--- src/rtl/router_sync_param_pkg.sv ---
// Shared definitions for the parametrised router synchroniser: default
// geometry, timeout length and a constant-evaluable clog2 helper.
package router_pkg;

  localparam int ROUTER_DEFAULT_NUM_CH  = 3;
  localparam int ROUTER_DEFAULT_ADDR_W  = 2;
  localparam int ROUTER_DEFAULT_TIMEOUT = 30;

  // Ceiling log2, usable in parameter/localparam expressions.
  // A value of 1 yields 0; callers guarantee value >= 2.
  function automatic int clog2(input int value);
    int result;
    int rem;
    result = 0;
    rem    = value - 1;
    while (rem > 0) begin
      result = result + 1;
      rem    = rem >> 1;
    end
    return result;
  endfunction

endpackage

--- src/rtl/router_sync_param_if.sv ---
// Bus between the router FSM/register stage, the output FIFOs and the
// synchroniser. The FSM/FIFO side is the master; the synchroniser is the
// slave and drives the write enables, valids, flush pulses and status.
interface router_sync_param_if
  import router_pkg::*;
#(
  parameter int NUM_CH = ROUTER_DEFAULT_NUM_CH,
  parameter int ADDR_W = ROUTER_DEFAULT_ADDR_W
);

  logic [ADDR_W-1:0] data_in;
  logic              detect_add;
  logic              write_enb_reg;
  logic [NUM_CH-1:0] full;
  logic [NUM_CH-1:0] empty;
  logic [NUM_CH-1:0] read_enb;

  logic [NUM_CH-1:0] write_enb;
  logic              fifo_full;
  logic [NUM_CH-1:0] vld_out;
  logic [NUM_CH-1:0] soft_reset;
  logic              addr_err;

  modport master (
    output data_in,
    output detect_add,
    output write_enb_reg,
    output full,
    output empty,
    output read_enb,
    input  write_enb,
    input  fifo_full,
    input  vld_out,
    input  soft_reset,
    input  addr_err
  );

  modport slave (
    input  data_in,
    input  detect_add,
    input  write_enb_reg,
    input  full,
    input  empty,
    input  read_enb,
    output write_enb,
    output fifo_full,
    output vld_out,
    output soft_reset,
    output addr_err
  );

endinterface

--- src/rtl/router_sync_param_timeout_ch.sv ---
// One output channel's stall watchdog. Counts consecutive edges on which the
// channel holds valid data that nobody reads, and emits a one-cycle flush
// pulse every TIMEOUT such edges for as long as the stall lasts.
module router_timeout_ch
  import router_pkg::*;
#(
  parameter int TIMEOUT = ROUTER_DEFAULT_TIMEOUT,
  parameter int CNT_W   = clog2(TIMEOUT)
) (
  input  logic clock,
  input  logic resetn,
  input  logic vld,
  input  logic rd,
  output logic soft_reset
);

  // Last count value before the pulse; the counter never goes beyond it,
  // so it cannot wrap.
  localparam logic [CNT_W-1:0] CNT_LAST = CNT_W'(TIMEOUT - 1);

  logic [CNT_W-1:0] cnt;
  logic             stalled;

  assign stalled = vld & ~rd;

  // Stall counter and flush pulse; the TIMEOUT-th stalled edge fires and
  // re-arms, so a persistent stall repeats the pulse every TIMEOUT edges.
  always_ff @(posedge clock) begin
    if (!resetn) begin
      cnt        <= '0;
      soft_reset <= 1'b0;
    end else if (!stalled) begin
      cnt        <= '0;
      soft_reset <= 1'b0;
    end else if (cnt == CNT_LAST) begin
      cnt        <= '0;
      soft_reset <= 1'b1;
    end else begin
      cnt        <= cnt + 1'b1;
      soft_reset <= 1'b0;
    end
  end

endmodule

--- src/rtl/router_sync_param.sv ---
// Parametrised router synchroniser. Latches the packet destination on
// detect_add, steers the FSM write request to the addressed FIFO, returns
// that FIFO's full flag, publishes per-channel valid and flushes channels
// whose valid data goes unread for TIMEOUT cycles. Out-of-range addresses
// are flagged and never write any FIFO.
module router_sync_param
  import router_pkg::*;
#(
  parameter int NUM_CH  = ROUTER_DEFAULT_NUM_CH,
  parameter int ADDR_W  = ROUTER_DEFAULT_ADDR_W,
  parameter int TIMEOUT = ROUTER_DEFAULT_TIMEOUT
) (
  input  logic         clock,
  input  logic         resetn,
  router_sync_param_if.slave bus
);

  localparam int CNT_W = clog2(TIMEOUT);

  if (NUM_CH < 2) begin : g_bad_num_ch
    $fatal(1, "router_sync_param: NUM_CH must be at least 2");
  end
  if (ADDR_W < clog2(NUM_CH)) begin : g_bad_addr_w
    $fatal(1, "router_sync_param: ADDR_W too narrow for NUM_CH");
  end
  if (TIMEOUT < 2) begin : g_bad_timeout
    $fatal(1, "router_sync_param: TIMEOUT must be at least 2");
  end

  logic [ADDR_W-1:0] addr_q;
  logic              addr_err_q;
  logic              data_in_range;
  logic [NUM_CH-1:0] sel_onehot;
  logic [NUM_CH-1:0] vld;
  logic [NUM_CH-1:0] soft_reset_w;

  // Compare in 32 bits so the check is exact whatever ADDR_W is.
  assign data_in_range = (32'(bus.data_in) < 32'(NUM_CH));

  // Destination latch; an out-of-range address is kept but marked in error
  // until a later in-range header replaces it.
  always_ff @(posedge clock) begin
    if (!resetn) begin
      addr_q     <= '0;
      addr_err_q <= 1'b0;
    end else if (bus.detect_add) begin
      addr_q     <= bus.data_in;
      addr_err_q <= ~data_in_range;
    end
  end

  // While addr_err is clear addr_q is in range, so the one-hot select
  // always names a real FIFO whenever it is used.
  assign sel_onehot = NUM_CH'(1) << addr_q;

  // A header arriving together with a write still steers that write by the
  // previously latched address.
  assign bus.write_enb = (bus.write_enb_reg && !addr_err_q) ? sel_onehot : '0;

  // A nonexistent FIFO reports not-full so the FSM never stalls on it.
  assign bus.fifo_full = !addr_err_q && |(bus.full & sel_onehot);

  assign vld          = ~bus.empty;
  assign bus.vld_out  = vld;
  assign bus.addr_err = addr_err_q;

  for (genvar i = 0; i < NUM_CH; i++) begin : g_ch
    router_timeout_ch #(
      .TIMEOUT (TIMEOUT),
      .CNT_W   (CNT_W)
    ) u_timeout (
      .clock      (clock),
      .resetn     (resetn),
      .vld        (vld[i]),
      .rd         (bus.read_enb[i]),
      .soft_reset (soft_reset_w[i])
    );
  end

  assign bus.soft_reset = soft_reset_w;

endmodule

--- src/flat_wrapper.sv ---
// flat-port wrapper written by rule: the top's interface ports become plain ports
module router_sync_param_flat import router_pkg::*;
#(
  parameter int NUM_CH  = ROUTER_DEFAULT_NUM_CH,
  parameter int ADDR_W  = ROUTER_DEFAULT_ADDR_W,
  parameter int TIMEOUT = ROUTER_DEFAULT_TIMEOUT
)
  (clock, resetn, bus_data_in, bus_detect_add, bus_write_enb_reg, bus_full, bus_empty, bus_read_enb, bus_write_enb, bus_fifo_full, bus_vld_out, bus_soft_reset, bus_addr_err);
  router_sync_param_if #(.NUM_CH(NUM_CH), .ADDR_W(ADDR_W)) bus_i ();
  input  logic clock;
  input  logic resetn;
  input wire logic [$bits(bus_i.data_in)-1:0] bus_data_in;
  input wire logic [$bits(bus_i.detect_add)-1:0] bus_detect_add;
  input wire logic [$bits(bus_i.write_enb_reg)-1:0] bus_write_enb_reg;
  input wire logic [$bits(bus_i.full)-1:0] bus_full;
  input wire logic [$bits(bus_i.empty)-1:0] bus_empty;
  input wire logic [$bits(bus_i.read_enb)-1:0] bus_read_enb;
  output wire logic [$bits(bus_i.write_enb)-1:0] bus_write_enb;
  output wire logic [$bits(bus_i.fifo_full)-1:0] bus_fifo_full;
  output wire logic [$bits(bus_i.vld_out)-1:0] bus_vld_out;
  output wire logic [$bits(bus_i.soft_reset)-1:0] bus_soft_reset;
  output wire logic [$bits(bus_i.addr_err)-1:0] bus_addr_err;
  assign bus_i.data_in = bus_data_in;
  assign bus_i.detect_add = bus_detect_add;
  assign bus_i.write_enb_reg = bus_write_enb_reg;
  assign bus_i.full = bus_full;
  assign bus_i.empty = bus_empty;
  assign bus_i.read_enb = bus_read_enb;
  assign bus_write_enb = bus_i.write_enb;
  assign bus_fifo_full = bus_i.fifo_full;
  assign bus_vld_out = bus_i.vld_out;
  assign bus_soft_reset = bus_i.soft_reset;
  assign bus_addr_err = bus_i.addr_err;
  router_sync_param #(.NUM_CH(NUM_CH), .ADDR_W(ADDR_W), .TIMEOUT(TIMEOUT)) u_core (.clock(clock), .resetn(resetn), .bus(bus_i));
endmodule
--- config.mk ---
export PLATFORM = sky130hd
export DESIGN_NAME = router_sync_param_flat
export DESIGN_NICKNAME = d
export VERILOG_FILES = /design/src/rtl/router_sync_param_pkg.sv /design/src/rtl/router_sync_param_if.sv /design/src/rtl/router_sync_param_timeout_ch.sv /design/src/rtl/router_sync_param.sv /design/src/flat_wrapper.sv
export SDC_FILE = /design/constraint.sdc
export NUM_CORES = 1
export LEC_CHECK = 0
export ABC_AREA = 1
export ABC_CLOCK_PERIOD_IN_PS = 2200
export CORE_MARGIN = 1
export CORE_UTILIZATION = 40
export CTS_CLUSTER_DIAMETER = 50
export CTS_CLUSTER_SIZE = 40
export DETAILED_ROUTE_END_ITERATION = 6
export PLACE_DENSITY = 0.76
export SYNTH_ARGS = -nofsm -noshare
export SYNTH_HDL_FRONTEND = slang
export SYNTH_SLANG_ARGS = --single-unit
export TNS_END_PERCENT = 50
--- constraint.sdc ---
create_clock -name clock -period 2.2 [get_ports clock]
set_input_delay 0.44 -clock clock [delete_from_list [all_inputs] [get_ports clock]]
set_output_delay 0.44 -clock clock [all_outputs]
set_load 0.02 [all_outputs]
==> results_dict.tcl <==
set metrics [dict create \
    synth_cell_types 15 \
    synth_compound_area_share_pct 2.02 \
    drtPass1Iterations 4 \
    status "completed" \
    p_total_mw 0.652 \
    path_cells "clkdlybuf4s50_1 > inv_1 > clkdlybuf4s50_1" \
    htreeDepth 1 \
    wirelength_mm 1.84 \
    hold_class "register to register" \
    finClkSkew_ns 0.00346 \
    synth_edf_count 0 \
    ant_nets 0 \
    crit_start "bus_empty[0]" \
    diodes 0 \
    cap_violations 0 \
    fmax_mhz 511 \
    synth_top_family_by_area "simple AND/OR/NAND/NOR gates" \
    period_needed_ns 1.96 \
    synth_nets 154 \
    cts_hold_buf 0 \
    path_buf_inv 3 \
    crit_top_cell "clkdlybuf4s50_1" \
    rsz0062_at_grt "false" \
    synth_xor_area_share_pct 2.65 \
    finalHoldViolations 0 \
    postPlaceCellArea_mm2 0.00123 \
    start_kind "primary input" \
    die_w_um 51.7 \
    synth_top_area_share_pct 42.5 \
    start_util_pct 43.5 \
    vias 862 \
    place_congestion 0.713 \
    slowest_delay_ns 0.60 \
    cp.depth 3 \
    cp_slowest_cell "clkdlybuf4s50_1" \
    avgViaCountPerCell 4.68 \
    synthTopCellsByCount "25 x nand2_1, 21 x dfxtp_1, 20 x inv_1" \
    ys_ff_latch 21 \
    post-route-period-util_pct 89.0 \
    grtUsageTotal_pct 15.8 \
    stdcell_count 184 \
    synthSimpleGateAreaFrac_pct 32.4 \
    cts_made_buffers 3 \
    core_mm2 0.00228 \
    slew_viol_final 0 \
    utilization_pct 55.1 \
    clock-root-buffer "clkbuf_4" \
    cts_max_path_buffers 2 \
    netlist_instances 133 \
    async_flop_share_pct 0 \
    crit_fanout 2 \
    cp.arrival_ns 1.52 \
    r2r_start "u_core.g_ch[0].u_timeout.cnt[1]" \
    worstHoldPathCells 2 \
    required_ns 1.76 \
    synth_ff_type "dfxtp_1" \
    yosys-top-cells-area "dfxtp_1 42%, nand2_1 9.5%, ha_1 7.6%" \
    fp-row-count 17 \
    critPathTopFamily "buffers and inverters" \
    p_leak_nw 0.540 \
    numClockSinks 21 \
    drive_gt1_share_pct 7.05 \
    hold_ws_ns 0.486 \
    num-fill-cells 207 \
    grt_pass1_wl_mm 3.20 \
    path_clk_slew_ns 0.11 \
    worstSkewPairLatency_ns 0.29 \
    die_h_um 51.7 \
    io_buffer_count 25 \
    worstSetupPathType "primary input to output port" \
    setup_viol 0 \
    irDropWorstVdd_mv 0.370 \
    die_area_mm2 0.00268 \
    antenna_found_initial 0 \
    stdcell_area_mm2 0.00125 \
    drc 0 \
    nets 178 \
    worst_pin_slew_ns 0.243 \
    dp.cells 180 \
    max_slew_margin_pct 83.8 \
    post-dp-hpwl_mm 1.50 \
    cts_tree "built" \
    hp-start "u_core.bus.addr_err" \
    syn_avg_cell_area_um2 7.44 \
    ys_warn_count 0 \
    ios 26 \
    area_growth_pct 26.8 \
    rr_worst_depth 7 \
    netlist_area_um2 990 \
    grt_max_degree 12 \
    ys_seq_area_share_pct 42.5 \
    power.density_mw_per_mm2 519 \
    endpoint_kind "output port" \
    grt_pass1_vias 862 \
    overflow 0 \
    synthMuxAreaShare_pct 0 \
    drt_iter0_drc 17 \
    yosysTopAreaCell "dfxtp_1" \
    wire_per_inst_um 10.0 \
    yosysMostFrequentCell "nand2_1" \
    synthAdderAreaFrac_pct 7.59 \
]
## registers in the layout, summed over array words and instances, names as in the netlist
name / flops
u_core.g_ch.u_timeout.cnt: 15
u_core.addr_q: 2
u_core.g_ch.u_timeout.soft_reset: 3
u_core.bus.addr_err: 1
## area by class of cell
| cell class | instances | area [um2] | area share, % |
|---|---|---|---|
| well taps | 28 | 35.0 | 2.79 |
| flip-flops and latches | 21 | 420 | 33.5 |
| clock buffers | 4 | 26.3 | 2.09 |
| repair buffers | 25 | 249 | 19.8 |
| inverters | 22 | 82.6 | 6.58 |
| multi-input cells | 84 | 442 | 35.2 |
## power by group
group	internal (mW)	total (mW)	switching, mW
sequential	0.386	0.392	0.00649
clock	0.0704	0.176	0.106
combinational	0.0433	0.0827	0.0394
total	0.500	0.652	0.152
## per-stage QoR
stage          setup TNS [ns]  setup slack, ns
6_report                    0            0.242
3_5_place_dp         -0.00804         -0.00804
5_1_grt                     0            0.170
2_1_floorplan               0            0.775
3_3_place_gp                0           0.0321
4_1_cts                     0          0.00953
## cell families after synthesis
| family | count (synthesis) |
|---|---|
| buffers and inverters | 28 |
| DFF | 21 |
| and+or+nand+nor | 71 |
| AOI/OAI and AO/OA | 4 |
| adders and majority gates | 6 |
| xor gates and xnor gates | 3 |
## what timing repair did
| item | 4_1_cts | 5_1_grt |
|---|---|---|
| resized for setup | 3 | 1 |
| setup endpoints to repair | 3 | 1 |
| buffers inserted | 0 | 0 |
## cells in the final DEF, fill, tap and decap left out
master / instances
clkbuf_4: 3
ha_1: 6
nor2_2: 4
nand4_1: 7
nand3_1: 11
dlygate4sd2_1: 3
inv_1: 20
clkbuf_1: 1
a21oi_1: 3
nor2_1: 16
nand2_2: 2
xnor2_1: 3
nand2_1: 25
clkdlybuf4s50_1: 21
inv_2: 2
nor3_1: 6
dlymetal6s2s_1: 1
dfxtp_1: 21
o21ai_0: 1
## metal layers
metal / wire [um] / global-route usage, % / vias up
met5: 0 / 0 / -
met4: 21 / 8.56 / 0
met3: 71 / 2.92 / 2
met2: 952 / 30.3 / 16
met1: 795 / 15.8 / 384
li1: - / - / 460
## tightest hold or removal path, stage by stage (launching register included)
cell	delay, ns
dfxtp_1	0.34
nand2_1	0.06
a21oi_1	0.05
## path summary, 6_finish.rpt
| kind | endpoint | slack [ns] |
|---|---|---|
| worst max-delay path | bus_vld_out[0] | 0.24 |
| worst max register to register | u_core.g_ch[0].u_timeout.cnt[0] | 1.10 |
| worst min register to register | u_core.bus.addr_err | 0.49 |
| worst min-delay path | u_core.bus.addr_err | 0.49 |
No activity file was read; power rests on OpenSTA's default activity.
